==> src/rtl/vend_ctrl_fsm_if.sv <==
`default_nettype none
// ============================================================================
//  Module      : vend_ctrl_fsm_if
//  Description : Bundle of the user events, datapath status and command/status
//                outputs of the vending control FSM. The audit counter signals
//                exist only when VEND_AUDIT_EN is defined.
//  Revision    : 1.0 - initial release
// ============================================================================
interface vend_ctrl_fsm_if;
    logic        in_coin;
    logic        in_sel;
    logic        in_buy;
    logic        in_cancel;
    logic        in_service;
    logic [15:0] in_change;
    logic        in_csel_any;
    logic [1:0]  out_cmd;
    logic [1:0]  out_state;
    logic        out_busy;
    logic        out_short;
    logic        out_refund;
`ifdef VEND_AUDIT_EN
    logic [15:0] out_vend_count;
    logic [15:0] out_refund_count;
`endif

    // Controller side: consumes events/status, drives command and status
    modport master (
        input  in_coin, in_sel, in_buy, in_cancel, in_service, in_change, in_csel_any,
`ifdef VEND_AUDIT_EN
        output out_vend_count, out_refund_count,
`endif
        output out_cmd, out_state, out_busy, out_short, out_refund
    );

    // Environment/datapath side
    modport slave (
        output in_coin, in_sel, in_buy, in_cancel, in_service, in_change, in_csel_any,
`ifdef VEND_AUDIT_EN
        input  out_vend_count, out_refund_count,
`endif
        input  out_cmd, out_state, out_busy, out_short, out_refund
    );
endinterface
`default_nettype wire

==> src/rtl/vend_ctrl_fsm.sv <==
`default_nettype none
// ============================================================================
//  Module      : vend_ctrl_fsm
//  Description : Vending control FSM. Drives the 2-bit command bus into the
//                vending datapath through INIT (clear/restock), SELECT
//                (selection and coins, idle timeout), PAYOUT and DISPENSE.
//                Optional audit counters are enabled with VEND_AUDIT_EN.
//  Revision    : 1.0 - initial release
// ============================================================================
module vend_ctrl_fsm #(
    parameter int TIMEOUT_CYC  = 1000,
    parameter int DISPENSE_CYC = 4,
    parameter int CNT_W        = 16
) (
    input  wire logic       in_clka,
    input  wire logic       in_restart,
    vend_ctrl_fsm_if.master bus
);
    localparam logic [1:0] c_ST_INIT     = 2'd0;
    localparam logic [1:0] c_ST_SELECT   = 2'd1;
    localparam logic [1:0] c_ST_PAYOUT   = 2'd2;
    localparam logic [1:0] c_ST_DISPENSE = 2'd3;

    localparam logic [1:0] c_CMD_SITEM  = 2'b00;
    localparam logic [1:0] c_CMD_SMONEY = 2'b01;
    localparam logic [1:0] c_CMD_CLEAR  = 2'b10;
    localparam logic [1:0] c_CMD_START  = 2'b11;

    localparam logic [CNT_W-1:0] c_TO_LAST  = CNT_W'(TIMEOUT_CYC - 1);
    localparam logic [CNT_W-1:0] c_DSP_LAST = CNT_W'(DISPENSE_CYC - 1);

    logic [1:0]       r_state;
    logic [CNT_W-1:0] r_cnt;
    logic             r_svc_pend;
    logic [1:0]       r_cmd;
    logic             r_busy;
    logic             r_short;
    logic             r_refund;

    logic [1:0]       w_state_nxt;
    logic [CNT_W-1:0] w_cnt_nxt;
    logic             w_svc_pend_nxt;
    logic             w_buy_rej;
    logic             w_pay_buy;
    logic             w_pay_refund;
    logic [1:0]       w_cmd_nxt;
    logic             w_busy_nxt;
    logic             w_short_nxt;
    logic             w_refund_nxt;

    wire logic w_activity = bus.in_coin | bus.in_sel | bus.in_buy | bus.in_cancel;
    wire logic w_credit   = (bus.in_change != 16'd0) | bus.in_csel_any;
    wire logic w_buy_ok   = bus.in_csel_any & ~bus.in_change[15];

    // State, counter and registered outputs; restart dominates everything
    always_ff @(posedge in_clka) begin
        if (in_restart) begin
            r_state    <= c_ST_INIT;
            r_cnt      <= '0;
            r_svc_pend <= 1'b0;
            r_cmd      <= c_CMD_CLEAR;
            r_busy     <= 1'b0;
            r_short    <= 1'b0;
            r_refund   <= 1'b0;
        end else begin
            r_state    <= w_state_nxt;
            r_cnt      <= w_cnt_nxt;
            r_svc_pend <= w_svc_pend_nxt;
            r_cmd      <= w_cmd_nxt;
            r_busy     <= w_busy_nxt;
            r_short    <= w_short_nxt;
            r_refund   <= w_refund_nxt;
        end
    end

    // Next state, counter and payout cause; counter defaults to cleared
    always_comb begin
        w_state_nxt    = r_state;
        w_cnt_nxt      = '0;
        w_svc_pend_nxt = 1'b0;
        w_buy_rej      = 1'b0;
        w_pay_buy      = 1'b0;
        w_pay_refund   = 1'b0;
        case (r_state)
            c_ST_INIT: begin
                if (!bus.in_service) w_state_nxt = c_ST_SELECT;
            end
            c_ST_SELECT: begin
                if (bus.in_service) begin
                    w_state_nxt = c_ST_INIT;
                end else if (bus.in_cancel) begin
                    w_state_nxt  = c_ST_PAYOUT;
                    w_pay_refund = 1'b1;
                end else if (bus.in_buy) begin
                    if (w_buy_ok) begin
                        w_state_nxt = c_ST_PAYOUT;
                        w_pay_buy   = 1'b1;
                    end else begin
                        w_buy_rej = 1'b1;
                    end
                end else if (!w_activity) begin
                    // Idle cycle: count, and at the last count either refund
                    // the credit or sit saturated until something happens
                    if (r_cnt == c_TO_LAST) begin
                        if (w_credit) begin
                            w_state_nxt  = c_ST_PAYOUT;
                            w_pay_refund = 1'b1;
                        end else begin
                            w_cnt_nxt = r_cnt;
                        end
                    end else begin
                        w_cnt_nxt = r_cnt + 1'b1;
                    end
                end
            end
            c_ST_PAYOUT: begin
                w_state_nxt = c_ST_DISPENSE;
            end
            c_ST_DISPENSE: begin
                // A service request seen at any point of the hold is honoured
                // when the hold ends
                if (r_cnt == c_DSP_LAST) begin
                    w_state_nxt = (r_svc_pend | bus.in_service) ? c_ST_INIT : c_ST_SELECT;
                end else begin
                    w_cnt_nxt      = r_cnt + 1'b1;
                    w_svc_pend_nxt = r_svc_pend | bus.in_service;
                end
            end
            default: begin
                w_state_nxt = c_ST_INIT;
            end
        endcase
    end

    // Output decode of the upcoming state, registered in the state process
    always_comb begin
        w_cmd_nxt = c_CMD_CLEAR;
        case (w_state_nxt)
            c_ST_INIT:     w_cmd_nxt = c_CMD_CLEAR;
            c_ST_SELECT:   w_cmd_nxt = c_CMD_START;
            c_ST_PAYOUT:   w_cmd_nxt = c_CMD_SMONEY;
            c_ST_DISPENSE: w_cmd_nxt = c_CMD_SITEM;
            default:       w_cmd_nxt = c_CMD_CLEAR;
        endcase
        w_busy_nxt   = (w_state_nxt == c_ST_PAYOUT) || (w_state_nxt == c_ST_DISPENSE);
        w_short_nxt  = w_buy_rej;
        w_refund_nxt = w_pay_refund;
    end

    assign bus.out_cmd    = r_cmd;
    assign bus.out_state  = r_state;
    assign bus.out_busy   = r_busy;
    assign bus.out_short  = r_short;
    assign bus.out_refund = r_refund;

`ifdef VEND_AUDIT_EN
    logic [15:0] r_vend_cnt;
    logic [15:0] r_refund_cnt;

    // Saturating purchase/refund tallies, cleared only by restart
    always_ff @(posedge in_clka) begin
        if (in_restart) begin
            r_vend_cnt   <= 16'd0;
            r_refund_cnt <= 16'd0;
        end else begin
            if (w_pay_buy && (r_vend_cnt != 16'hFFFF))
                r_vend_cnt <= r_vend_cnt + 16'd1;
            if (w_pay_refund && (r_refund_cnt != 16'hFFFF))
                r_refund_cnt <= r_refund_cnt + 16'd1;
        end
    end

    assign bus.out_vend_count   = r_vend_cnt;
    assign bus.out_refund_count = r_refund_cnt;
`endif

endmodule
`default_nettype wire
==> src/flat_wrapper.sv <==
// flat-port wrapper written by rule: the top's interface ports become plain ports
module vend_ctrl_fsm_flat 
#(
    parameter int TIMEOUT_CYC  = 1000,
    parameter int DISPENSE_CYC = 4,
    parameter int CNT_W        = 16
)
  (in_clka, in_restart, bus_in_coin, bus_in_sel, bus_in_buy, bus_in_cancel, bus_in_service, bus_in_change, bus_in_csel_any, bus_out_cmd, bus_out_state, bus_out_busy, bus_out_short, bus_out_refund);
  vend_ctrl_fsm_if bus_i ();
  input  wire logic in_clka;
  input  wire logic in_restart;
  input wire logic [$bits(bus_i.in_coin)-1:0] bus_in_coin;
  input wire logic [$bits(bus_i.in_sel)-1:0] bus_in_sel;
  input wire logic [$bits(bus_i.in_buy)-1:0] bus_in_buy;
  input wire logic [$bits(bus_i.in_cancel)-1:0] bus_in_cancel;
  input wire logic [$bits(bus_i.in_service)-1:0] bus_in_service;
  input wire logic [$bits(bus_i.in_change)-1:0] bus_in_change;
  input wire logic [$bits(bus_i.in_csel_any)-1:0] bus_in_csel_any;
  output wire logic [$bits(bus_i.out_cmd)-1:0] bus_out_cmd;
  output wire logic [$bits(bus_i.out_state)-1:0] bus_out_state;
  output wire logic [$bits(bus_i.out_busy)-1:0] bus_out_busy;
  output wire logic [$bits(bus_i.out_short)-1:0] bus_out_short;
  output wire logic [$bits(bus_i.out_refund)-1:0] bus_out_refund;
  assign bus_i.in_coin = bus_in_coin;
  assign bus_i.in_sel = bus_in_sel;
  assign bus_i.in_buy = bus_in_buy;
  assign bus_i.in_cancel = bus_in_cancel;
  assign bus_i.in_service = bus_in_service;
  assign bus_i.in_change = bus_in_change;
  assign bus_i.in_csel_any = bus_in_csel_any;
  assign bus_out_cmd = bus_i.out_cmd;
  assign bus_out_state = bus_i.out_state;
  assign bus_out_busy = bus_i.out_busy;
  assign bus_out_short = bus_i.out_short;
  assign bus_out_refund = bus_i.out_refund;
  vend_ctrl_fsm #(.TIMEOUT_CYC(TIMEOUT_CYC), .DISPENSE_CYC(DISPENSE_CYC), .CNT_W(CNT_W)) u_core (.in_clka(in_clka), .in_restart(in_restart), .bus(bus_i));
endmodule
==> config.mk <==
export PLATFORM = sky130hd
export DESIGN_NAME = vend_ctrl_fsm_flat
export DESIGN_NICKNAME = d
export VERILOG_FILES = /design/src/rtl/vend_ctrl_fsm_if.sv /design/src/rtl/vend_ctrl_fsm.sv /design/src/flat_wrapper.sv
export SDC_FILE = /design/constraint.sdc
export NUM_CORES = 1
export LEC_CHECK = 0
export CAP_MARGIN = 20
export CELL_PAD_IN_SITES_DETAIL_PLACEMENT = 1
export CELL_PAD_IN_SITES_GLOBAL_PLACEMENT = 1
export CORE_MARGIN = 2
export CORE_UTILIZATION = 31
export CTS_BUF_LIST = sky130_fd_sc_hd__clkbuf_4 sky130_fd_sc_hd__clkbuf_8 sky130_fd_sc_hd__clkbuf_16
export DETAILED_ROUTE_END_ITERATION = 6
export PLACE_DENSITY = 0.71
export SYNTH_ARGS = -nofsm -noshare
export SYNTH_HDL_FRONTEND = slang
export SYNTH_SLANG_ARGS = --single-unit
==> constraint.sdc <==
create_clock -name in_clka -period 2.01 [get_ports in_clka]
set_input_delay 0.5025 -clock in_clka [delete_from_list [all_inputs] [get_ports in_clka]]
set_output_delay 0.5025 -clock in_clka [all_outputs]
set_load 0.05 [all_outputs]
After elaboration in Yosys (flattened, before gate mapping)
Index checks and enable logic that the tools add are counted.
Operators by class
  $add $sub $neg: 1
  multiply operators: 0
  div/mod/pow operators: 0
  magnitude comparators: 0
  eq/ne operators: 9
  shifts and indexed selects: 0
  muxes and demuxes: 26
  bitwise operators: 10
  reductions and logical operators: 7
Operator list (count)
  16-bit two-way mux: 7
  16-bit one-hot mux with 2 select lines: 1
  2-bit two-way mux: 9
  16-bit by 1-bit adder with 16-bit output (second input constant): 1
  16-bit by 10-bit equality test with 1-bit output (second input constant): 1
  16-bit by 2-bit equality test with 1-bit output (second input constant): 1
  2-bit one-hot mux with 4 select lines: 2
  16-bit nonzero test: 1
  2-bit equality test (second input constant): 4
  1-bit two-way mux: 7
  7-bit by 5-bit inequality test with 1-bit output (second input constant): 1
  3-bit OR reduction: 2
  1-bit OR: 5
  5-bit OR reduction: 1
  2-bit by 1-bit equality test with 1-bit output (second input constant): 2
  2-bit logical NOT: 2
  1-bit inverter: 4
  1-bit bitwise AND: 1
  1-bit logical OR: 1
Storage, ports and cells
  register bits: 24
  bits in latches: 0
  bits in writable memories: 0
  memory bits (read-only): 0
  input port bits: 24
  logic and storage cells: 60
  memories: 0

Depth between registers and ports, before layout
Gate-level depths: netlist of the first run.
  depth after elaboration: 11
  depth in mapped cells: 7
  depth with buffers taken out: 6

Worst setup path after synthesis of the first run
OpenSTA, ideal clock, no wires.
  kind: register to register
  start point: register u_core.r_state[0] (netlist: u_core.bus.out_state[0])
  end point: register u_core.r_cnt[1]
  library setup time: 74 ps
  arrival time: 2138 ps
  slack: -203 ps
  cell stages (with the launch flop): 6
  period minus slack after synthesis: 2213 ps
  cells stage by stage: dfxtp_1 -> or3b_2 -> or3_2 -> nand2b_1 -> a21o_1 -> o21ai_0
Between the ends
  longest elaborated chain between the ends: 2
  elaborated cells between the ends (all ways): 4
  those cells by class: eq/ne (3); mux (1)
Ends and longest elaborated chain
  from (decl): RTL line vend_ctrl_fsm.sv:32  | logic [1:0] r_state;
  from (signal assigned): RTL line vend_ctrl_fsm.sv:58  | r_state <= c_ST_INIT;
  from (signal assigned): RTL line vend_ctrl_fsm.sv:66  | r_state <= w_state_nxt;
  2-bit by 1-bit equality test with 1-bit output / 2-bit equality test (equally long branches): RTL line vend_ctrl_fsm.sv:84  | case (r_state)
  7-bit by 5-bit inequality test with 1-bit output (no line) / 16-bit one-hot mux with 2 select lines (equally long branches)
  to (signal assigned): RTL line vend_ctrl_fsm.sv:67  | r_cnt <= w_cnt_nxt;
  to (decl): RTL line vend_ctrl_fsm.sv:33  | logic [CNT_W-1:0] r_cnt;
Parallel ways exist; a longest one is shown, timed or not.
A chain may end at the register's enable or synchronous reset.

Worst setup path in the final report of the first run
  start point: register u_core.r_cnt[12]
  end point: register u_core.r_cnt[2]
Between the ends
  longest elaborated chain between the ends: 7
  elaborated cells between the ends (all ways): 10
  those cells by class: eq/ne (3); mux (7)
Ends and longest elaborated chain
  16-bit by 10-bit equality test with 1-bit output: RTL line vend_ctrl_fsm.sv:104  | if (r_cnt == c_TO_LAST) begin
  16-bit two-way mux: RTL line vend_ctrl_fsm.sv:104
  16-bit two-way mux: RTL line vend_ctrl_fsm.sv:101  | end else if (!w_activity) begin
  16-bit two-way mux: RTL line vend_ctrl_fsm.sv:94  | end else if (bus.in_buy) begin
  16-bit two-way mux: RTL line vend_ctrl_fsm.sv:91  | end else if (bus.in_cancel) begin
  16-bit two-way mux: RTL line vend_ctrl_fsm.sv:89  | if (bus.in_service) begin
  16-bit one-hot mux with 2 select lines: RTL line vend_ctrl_fsm.sv:84
Parallel ways exist; a longest one is shown, timed or not.

==> impl_metrics.py, run 1 <==
metrics = {
    "logic_synthesis": {
        "yosysTopAreaCellShare_pct": 41.9,
        "yosysUniqueCellTypes": 34,
        "ys_top_cells_by_area": "dfxtp_1 (42%), xnor2_1 (7.6%), nor2_1 (6.6%), xor2_1 (3.1%), or4_4 (2.9%)",
        "ys_warn_count": 0,
        "ys_seq_area_share_pct": 41.9,
        "synthCells": 130,
        "syn_area_per_cell_sq_um": 8.82,
        "synth.net_count": 155,
        "synth_area_sq_mm": 0.00115,
        "ys_seq_elements": 24,
        "yosys.area.top_type": "dfxtp_1",
    },
    "cells_and_area": {
        "fin_util_pct": 51.4,
        "multi_input_area_sq_um": 703,
        "layout-drive-gt1-share_pct": 30.0,
        "area_growth_pct": 61.7,
        "n_antenna_cell": 0,
        "fin_cells": 238,
        "seq_area_sq_um": 493,
        "fill_cells": 443,
        "num-nets-final": 216,
    },
    "detailed_routing": {
        "wl_per_cell_microns": 15.1,
        "postRouteAntennaNets": 0,
        "vias_per_cell": 4.95,
        "drc": 0,
        "finalWirelength_microns": 3590,
        "drt-pass1-iter-count": 4,
        "drt_iter0_markers": 38,
        "via_count": 1177,
    },
    "global_routing": {
        "antenna_found_initial": 0,
        "gr-total-overflow": 0,
        "grt_pass1_vias": 1316,
        "groute.usage.overall_pct": 18.2,
        "grt_max_degree": 14,
        "grt_pass1_wl_microns": 6120,
    },
    "place": {
        "place.gp.congestion": 0.797,
        "dp.cells": 231,
        "place_hpwl_microns": 2660,
        "post-place-ws_ns": -0.414,
        "port_buffers": 30,
    },
    "clocking": {
        "clock-sinks": 24,
        "clockBufferDepth": 2,
        "cts_buffers": 3,
        "root_buffer": "clkbuf_8",
        "clkTransAtPathRegs_ns": 0.09,
        "cts_tree": "done",
        "htree_levels": 1,
        "worst_skew_pair.late_latency_ns": 0.26,
    },
    "power": {
        "p_per_area_mw_per_mm2": 503,
        "power_frac_clock_pct": 35.2,
        "p_leak_uw": 0.000728,
        "p_int_uw": 721,
        "p_sw_uw": 212,
        "irDropWorstVdd_uv": 521,
        "swShare_pct": 22.8,
        "combPwrFrac_pct": 12.9,
        "pwr-share-seq_pct": 51.9,
    },
    "worst_setup_path": {
        "worstPathArrival_ns": 2.26,
        "worstSetupPathType": "reg2reg",
        "crit_required_ns": 2.20,
        "worstSetupStartpointType": "register",
        "worstPathMaxFanout": 4,
        "cp-end-kind": "register",
    },
    "timing": {
        "max_freq_mhz": 483,
        "fin_skew_ns": 0.00626,
        "setup-violations-final": 14,
        "fin_crit_sh_pct": 103,
        "min_period_ns": 2.07,
        "finalHoldViolCount": 0,
        "tightest_slew_ns": 0.497,
        "worst_slack_ns": -0.0590,
        "fin_tns_setup_ns": -0.618,
        "rsz0062_at_grt": "true",
        "max-slew-margin-rel_pct": 66.8,
        "slew_violations": 0,
    },
    "job": {
        "maxCapViolCount": 0,
    },
    "floorplan": {
        "die_area_sq_mm": 0.00420,
        "start_util_pct": 31.8,
        "ios": 31,
        "std_cell_rows": 22,
        "dieHeight_microns": 64.8,
        "die_w_microns": 64.8,
        "core_sq_mm": 0.00361,
    },
    "hold_path": {
        "hp-class": "reg2reg",
    },
    "outcome": {
        "status": "complete, but fails checks",
        "violations": "setup timing",
    },
}
## worst max-delay path, stage by stage (launching register included)
cell     delay [ns]
dfxtp_2        0.33
or4_4          0.57
or4_4          0.59
nor4_4         0.25
inv_1          0.11
o22ai_1        0.16
## kinds of logic (layout without fill, tap and decap cells)
logic type	after synthesis	after routing	share of synthesized area, %
DFF	24	24	41.9
xor gates and xnor gates	14	14	10.7
and+or+nand+nor	67	67	33.4
adders and majority gates	1	1	1.09
buffers and inverters	7	67	2.95
AOI/OAI and AO/OA	17	17	9.94
## cells in the mapped netlist (all sizes together)
cell type,instances
a2111oi,1
a21o,4
a21oi,3
a221oi,1
a2bb2oi,1
a31oi,1
and3,4
buf,1
clkbuf,1
dfxtp,24
ha,1
inv,5
nand2,8
nand2b,1
nand3,6
nand3b,2
nand4,2
nor2,20
nor2b,1
nor3,5
nor3b,1
nor4,6
o211ai,1
o21a,1
o21ai,3
o22ai,1
or3,4
or3b,2
or4,5
xnor2,10
xor2,4
## area by class of cell
cell class | count | area share [%]
inverter | 5 | 1.01
tap | 48 | 3.24
clock buffer | 4 | 2.97
timing repair buffer | 58 | 28.2
multi-input combinational | 99 | 37.9
sequential | 24 | 26.6
## metrics by stage
step / area [sq um] / hold slack, ns / total power, uW
after floorplan: 1150 / 0.463 / 540
after global placement: 1690 / 0.487 / 611
after detailed placement: 1690 / 0.494 / 614
after CTS: 1780 / 0.512 / 944
after global routing: 1850 / 0.541 / 975
final: 1850 / 0.510 / 933
## layout by cell type, fill, tap and decap left out, drive strengths merged, types with 2 or more instances in the layout
| master | Yosys | final |
|---|---|---|
| xnor2 | 10 | 10 |
| or3 | 4 | 4 |
| inv | 5 | 5 |
| buf | 1 | 29 |
| a21oi | 3 | 3 |
| dlymetal6s2s | 0 | 5 |
| nor2 | 20 | 20 |
| nor4 | 6 | 6 |
| nor3 | 5 | 5 |
| or4 | 5 | 5 |
| o21ai | 3 | 3 |
| dfxtp | 24 | 24 |
| xor2 | 4 | 4 |
| nand2 | 8 | 8 |
| clkdlybuf4s50 | 0 | 20 |
| and3 | 4 | 4 |
| nand3 | 6 | 6 |
| clkbuf | 1 | 4 |
| nand3b | 2 | 2 |
| nand4 | 2 | 2 |
| or3b | 2 | 2 |
| dlygate4sd2 | 0 | 4 |
| a21o | 4 | 4 |
## worst paths after layout
path                     startpoint           endpoint  slack, ns  depth (start not counted)
setup / recovery   u_core.r_cnt[12]    u_core.r_cnt[2]      -0.06                          5
hold / removal    u_core.r_svc_pend  u_core.r_svc_pend       0.51                          2
setup reg to reg   u_core.r_cnt[12]    u_core.r_cnt[2]      -0.06                          5
hold reg to reg   u_core.r_svc_pend  u_core.r_svc_pend       0.51                          2
## registers in the layout, summed over array words and instances, names as in the netlist
signal                 flops
u_core.bus.out_short       1
u_core.bus.out_busy        1
u_core.r_cnt              16
u_core.bus.out_refund      1
u_core.bus.out_state       2
u_core.bus.out_cmd         2
u_core.r_svc_pend          1
## power by group through the flow
stage          registers, uW  clock network [uW]  logic, uW
2_1_floorplan            517                   0       23.0
4_1_cts                  486                 340        118
6_report                 485                 328        120
3_3_place_gp             497                   0        114
3_5_place_dp             497                   0        117
5_1_grt                  486                 362        128
## timing repair
action                     in CTS  in global routing
cloned                          1                  0
setup endpoints to repair      19                 20
buffers inserted                0                  2
resized for setup              16                 16
hold buffers                    0                  0
pin swaps                       7                 12
## metal layers
| layer | GRT usage, % | share of wire (%) | up-vias |
|---|---|---|---|
| met5 | 0 | 0 | - |
| met2 | 35.8 | 57 | 20 |
| met1 | 20.9 | 41 | 572 |
| met3 | 3.13 | 2.2 | 2 |
| met4 | 1.60 | 0.17 | 0 |
| li1 | - | - | 583 |
No activity file was read; power rests on OpenSTA's default activity.
==> run 2: changes to the inputs <==
--- a/config.mk
+++ b/config.mk
@@ -14,3 +14,3 @@
 export DETAILED_ROUTE_END_ITERATION = 6
-export PLACE_DENSITY = 0.71
+export PLACE_DENSITY_LB_ADDON = 0.1
 export SYNTH_ARGS = -nofsm -noshare
--- a/constraint.sdc
+++ b/constraint.sdc
@@ -3,2 +3,2 @@
 set_output_delay 0.5025 -clock in_clka [all_outputs]
-set_load 0.05 [all_outputs]
+set_load 0.01 [all_outputs]
==> run 2 against run 1 <==
  * The run still ends with setup timing left
  * Combinational power down 8%
  * Die area unchanged
  * Worst setup slack worse by 0.031 ns
  * Largest power group unchanged
  * Final area up 6.5%
  * Count of clock-buffer cells in the layout down 1
  * Register-to-register slack worse by 0.03 ns
  * Worst hold slack worse by 0.015 ns
  * Critical path type unchanged
  * Critical path depth unchanged
  * Clock power up 31%
  * Flip-flop and latch count unchanged
  * Utilization up 3.3 points
==> impl_metrics.py, run 2 (synthesized netlist as in run 1, its figures left out) <==
metrics = {
    "outcome": {
        "status": "complete, but fails checks",
        "violations": "setup timing",
    },
    "cells_and_area": {
        "multi_input_area_sq_um": 739,
        "fin_util_pct": 54.7,
        "design_area_sq_mm": 0.00197,
        "fill_cells": 406,
        "n_antenna_cell": 0,
        "final_common_cell": "buf_4",
        "num-nets-final": 224,
        "layout_common_cells": "buf_4 (34), dfxtp_1 (22), clkdlybuf4s50_1 (18), nor2_1 (14)",
        "fin_cells": 246,
        "regMostFlops": "u_core.r_cnt",
        "seq_area_sq_um": 483,
        "largest_register_ffs": 16,
        "area_growth_pct": 72.2,
        "layout-drive-gt1-share_pct": 35.4,
    },
    "worst_setup_path": {
        "cp-end-kind": "register",
        "cp_cell_sequence": "or4_4, or4_4, nor4_4, or3_4, a21oi_2",
        "crit_top_cell": "or4_4",
        "crit_required_ns": 2.19,
        "worstPathArrival_ns": 2.28,
        "worst_r2r_endpoint": "u_core.r_cnt[3]",
        "rr_startpoint": "u_core.r_cnt[12]",
        "worstSetupStartpointType": "register",
        "worstSetupPathType": "reg2reg",
        "worstPathMaxFanout": 4,
        "rr_worst_depth": 5,
        "ff2ff_setup_slack_ns": -0.09,
        "cpMaxStageDelayCell": "or4_4",
        "slowest_delay_ns": 0.58,
    },
    "clocking": {
        "cts-hold-fix-buffers": 0,
        "clkTransAtPathRegs_ns": 0.09,
        "cts_tree": "done",
        "htree_levels": 1,
        "clockBufferDepth": 2,
        "clock-sinks": 24,
        "worst_skew_pair.late_latency_ns": 0.27,
        "root_buffer": "clkbuf_8",
        "cts_buffers": 3,
    },
    "job": {
        "maxCapViolCount": 0,
    },
    "hold_path": {
        "holdPathStages": 2,
        "hold_path_startpoint": "u_core.r_svc_pend",
        "hp-class": "reg2reg",
        "hold_end": "u_core.r_svc_pend",
    },
    "global_routing": {
        "groute.usage.overall_pct": 19.0,
        "grt_pass1_vias": 1288,
        "antenna_found_initial": 0,
        "grt_pass1_wl_microns": 6060,
        "grt_max_degree": 15,
        "gr-total-overflow": 0,
    },
    "detailed_routing": {
        "wl_per_cell_microns": 14.5,
        "vias_per_cell": 4.85,
        "drt_iter0_markers": 30,
        "postRouteAntennaNets": 0,
        "drc": 0,
        "drt-pass1-iter-count": 4,
        "via_count": 1192,
        "finalWirelength_microns": 3560,
    },
    "floorplan": {
        "die_area_sq_mm": 0.00420,
        "start_util_pct": 31.8,
        "core_sq_mm": 0.00361,
        "std_cell_rows": 22,
        "dieHeight_microns": 64.8,
        "die_w_microns": 64.8,
        "ios": 31,
    },
    "timing": {
        "fin_skew_ns": 0.00311,
        "rsz0062_at_grt": "true",
        "holdWs_ns": 0.494,
        "min_period_ns": 2.10,
        "finalHoldViolCount": 0,
        "slew_violations": 0,
        "max-slew-margin-rel_pct": 72.9,
        "worst_slack_ns": -0.0903,
        "fin_crit_sh_pct": 104,
        "setup-violations-final": 16,
        "tightest_slew_ns": 0.403,
        "max_freq_mhz": 476,
    },
    "power": {
        "p_per_area_mw_per_mm2": 520,
        "pwr-share-seq_pct": 47.3,
        "swShare_pct": 20.3,
        "power_frac_clock_pct": 42.0,
        "combPwrFrac_pct": 10.7,
        "p_int_uw": 817,
        "p_leak_uw": 0.000816,
        "p_sw_uw": 208,
        "irDropWorstVdd_uv": 228,
        "finalPower_uw": 1030,
    },
    "place": {
        "port_buffers": 30,
        "place_hpwl_microns": 2680,
        "placed_cell_area_sq_mm": 0.00174,
        "place.gp.congestion": 0.806,
        "dp.cells": 238,
    },
}
==> run 2: changes by cell type in the layout (fill, tap and decap cells not counted), moves of 4 or more <==
cell / delta
buf_4: +7
nor2_1: -6
dfxtp_1: +4
dlymetal6s2s_1: +5
nor2_2: +5
==> run 2: through the flow <==
stage | setup WS [ns] | TNS (ns)
6_report | -0.0903 | -0.605
5_1_grt | -0.157 | -2.28
4_1_cts | -0.0916 | -0.743
3_5_place_dp | -0.390 | -6.60
3_3_place_gp | -0.335 | -5.60
2_1_floorplan | 0.0102 | 0
==> run 2: power groups by stage <==
stage / clock network (uW) / logic, uW / registers, uW
after floorplan: 0 / 23.0 / 499
after global placement: 0 / 100 / 496
after detailed placement: 0 / 104 / 496
after CTS: 445 / 111 / 485
after global routing: 462 / 118 / 486
final: 431 / 110 / 485
==> run 2: worst max path at each step <==
stage / start / to / slack (ns) / cells past startpoint
after floorplan: u_core.r_cnt[13] / u_core.r_cnt[3] / 0.01 / 5
after global placement: bus_in_sel / u_core.r_cnt[1] / -0.34 / 6
after detailed placement: bus_in_sel / u_core.r_cnt[1] / -0.39 / 6
after CTS: u_core.r_cnt[12] / u_core.r_cnt[3] / -0.09 / 5
after global routing: u_core.r_cnt[13] / u_core.bus.out_cmd[1] / -0.16 / 6
final: u_core.r_cnt[12] / u_core.r_cnt[3] / -0.09 / 5
==> run 2: per-layer routing <==
layer	vias up	share of wire [%]	global-route usage, %
met3	5	1.9	3.13
li1	598	-	-
met2	13	53	35.2
met4	0	1.3	6.38
met1	576	43	21.8
met5	-	0	0
==> run 2: timing repair <==
action	4_1_cts	5_1_grt
cloned	1	0
setup buffers	2	1
pin swaps	15	10
gates resized for setup	23	21
endpoints found under the setup margin	21	22
==> run 2: final cells by class <==
type / count / share of cell area (%)
repair buffers: 66 / 30.4
clock inverters: 1 / 1.52
clock buffers: 3 / 2.09
flip-flops and latches: 24 / 24.5
inverters: 5 / 0.951
well taps: 48 / 3.04
multi-input cells: 99 / 37.5
==> run 2: worst max-delay path, delay by kind of cell (launching register included) <==
kind | cells | cell delay [ns]
flip-flops | 1 | 0.33
AND/OR/NAND/NOR | 4 | 1.63
AO/OA/AOI/OAI | 1 | 0.04
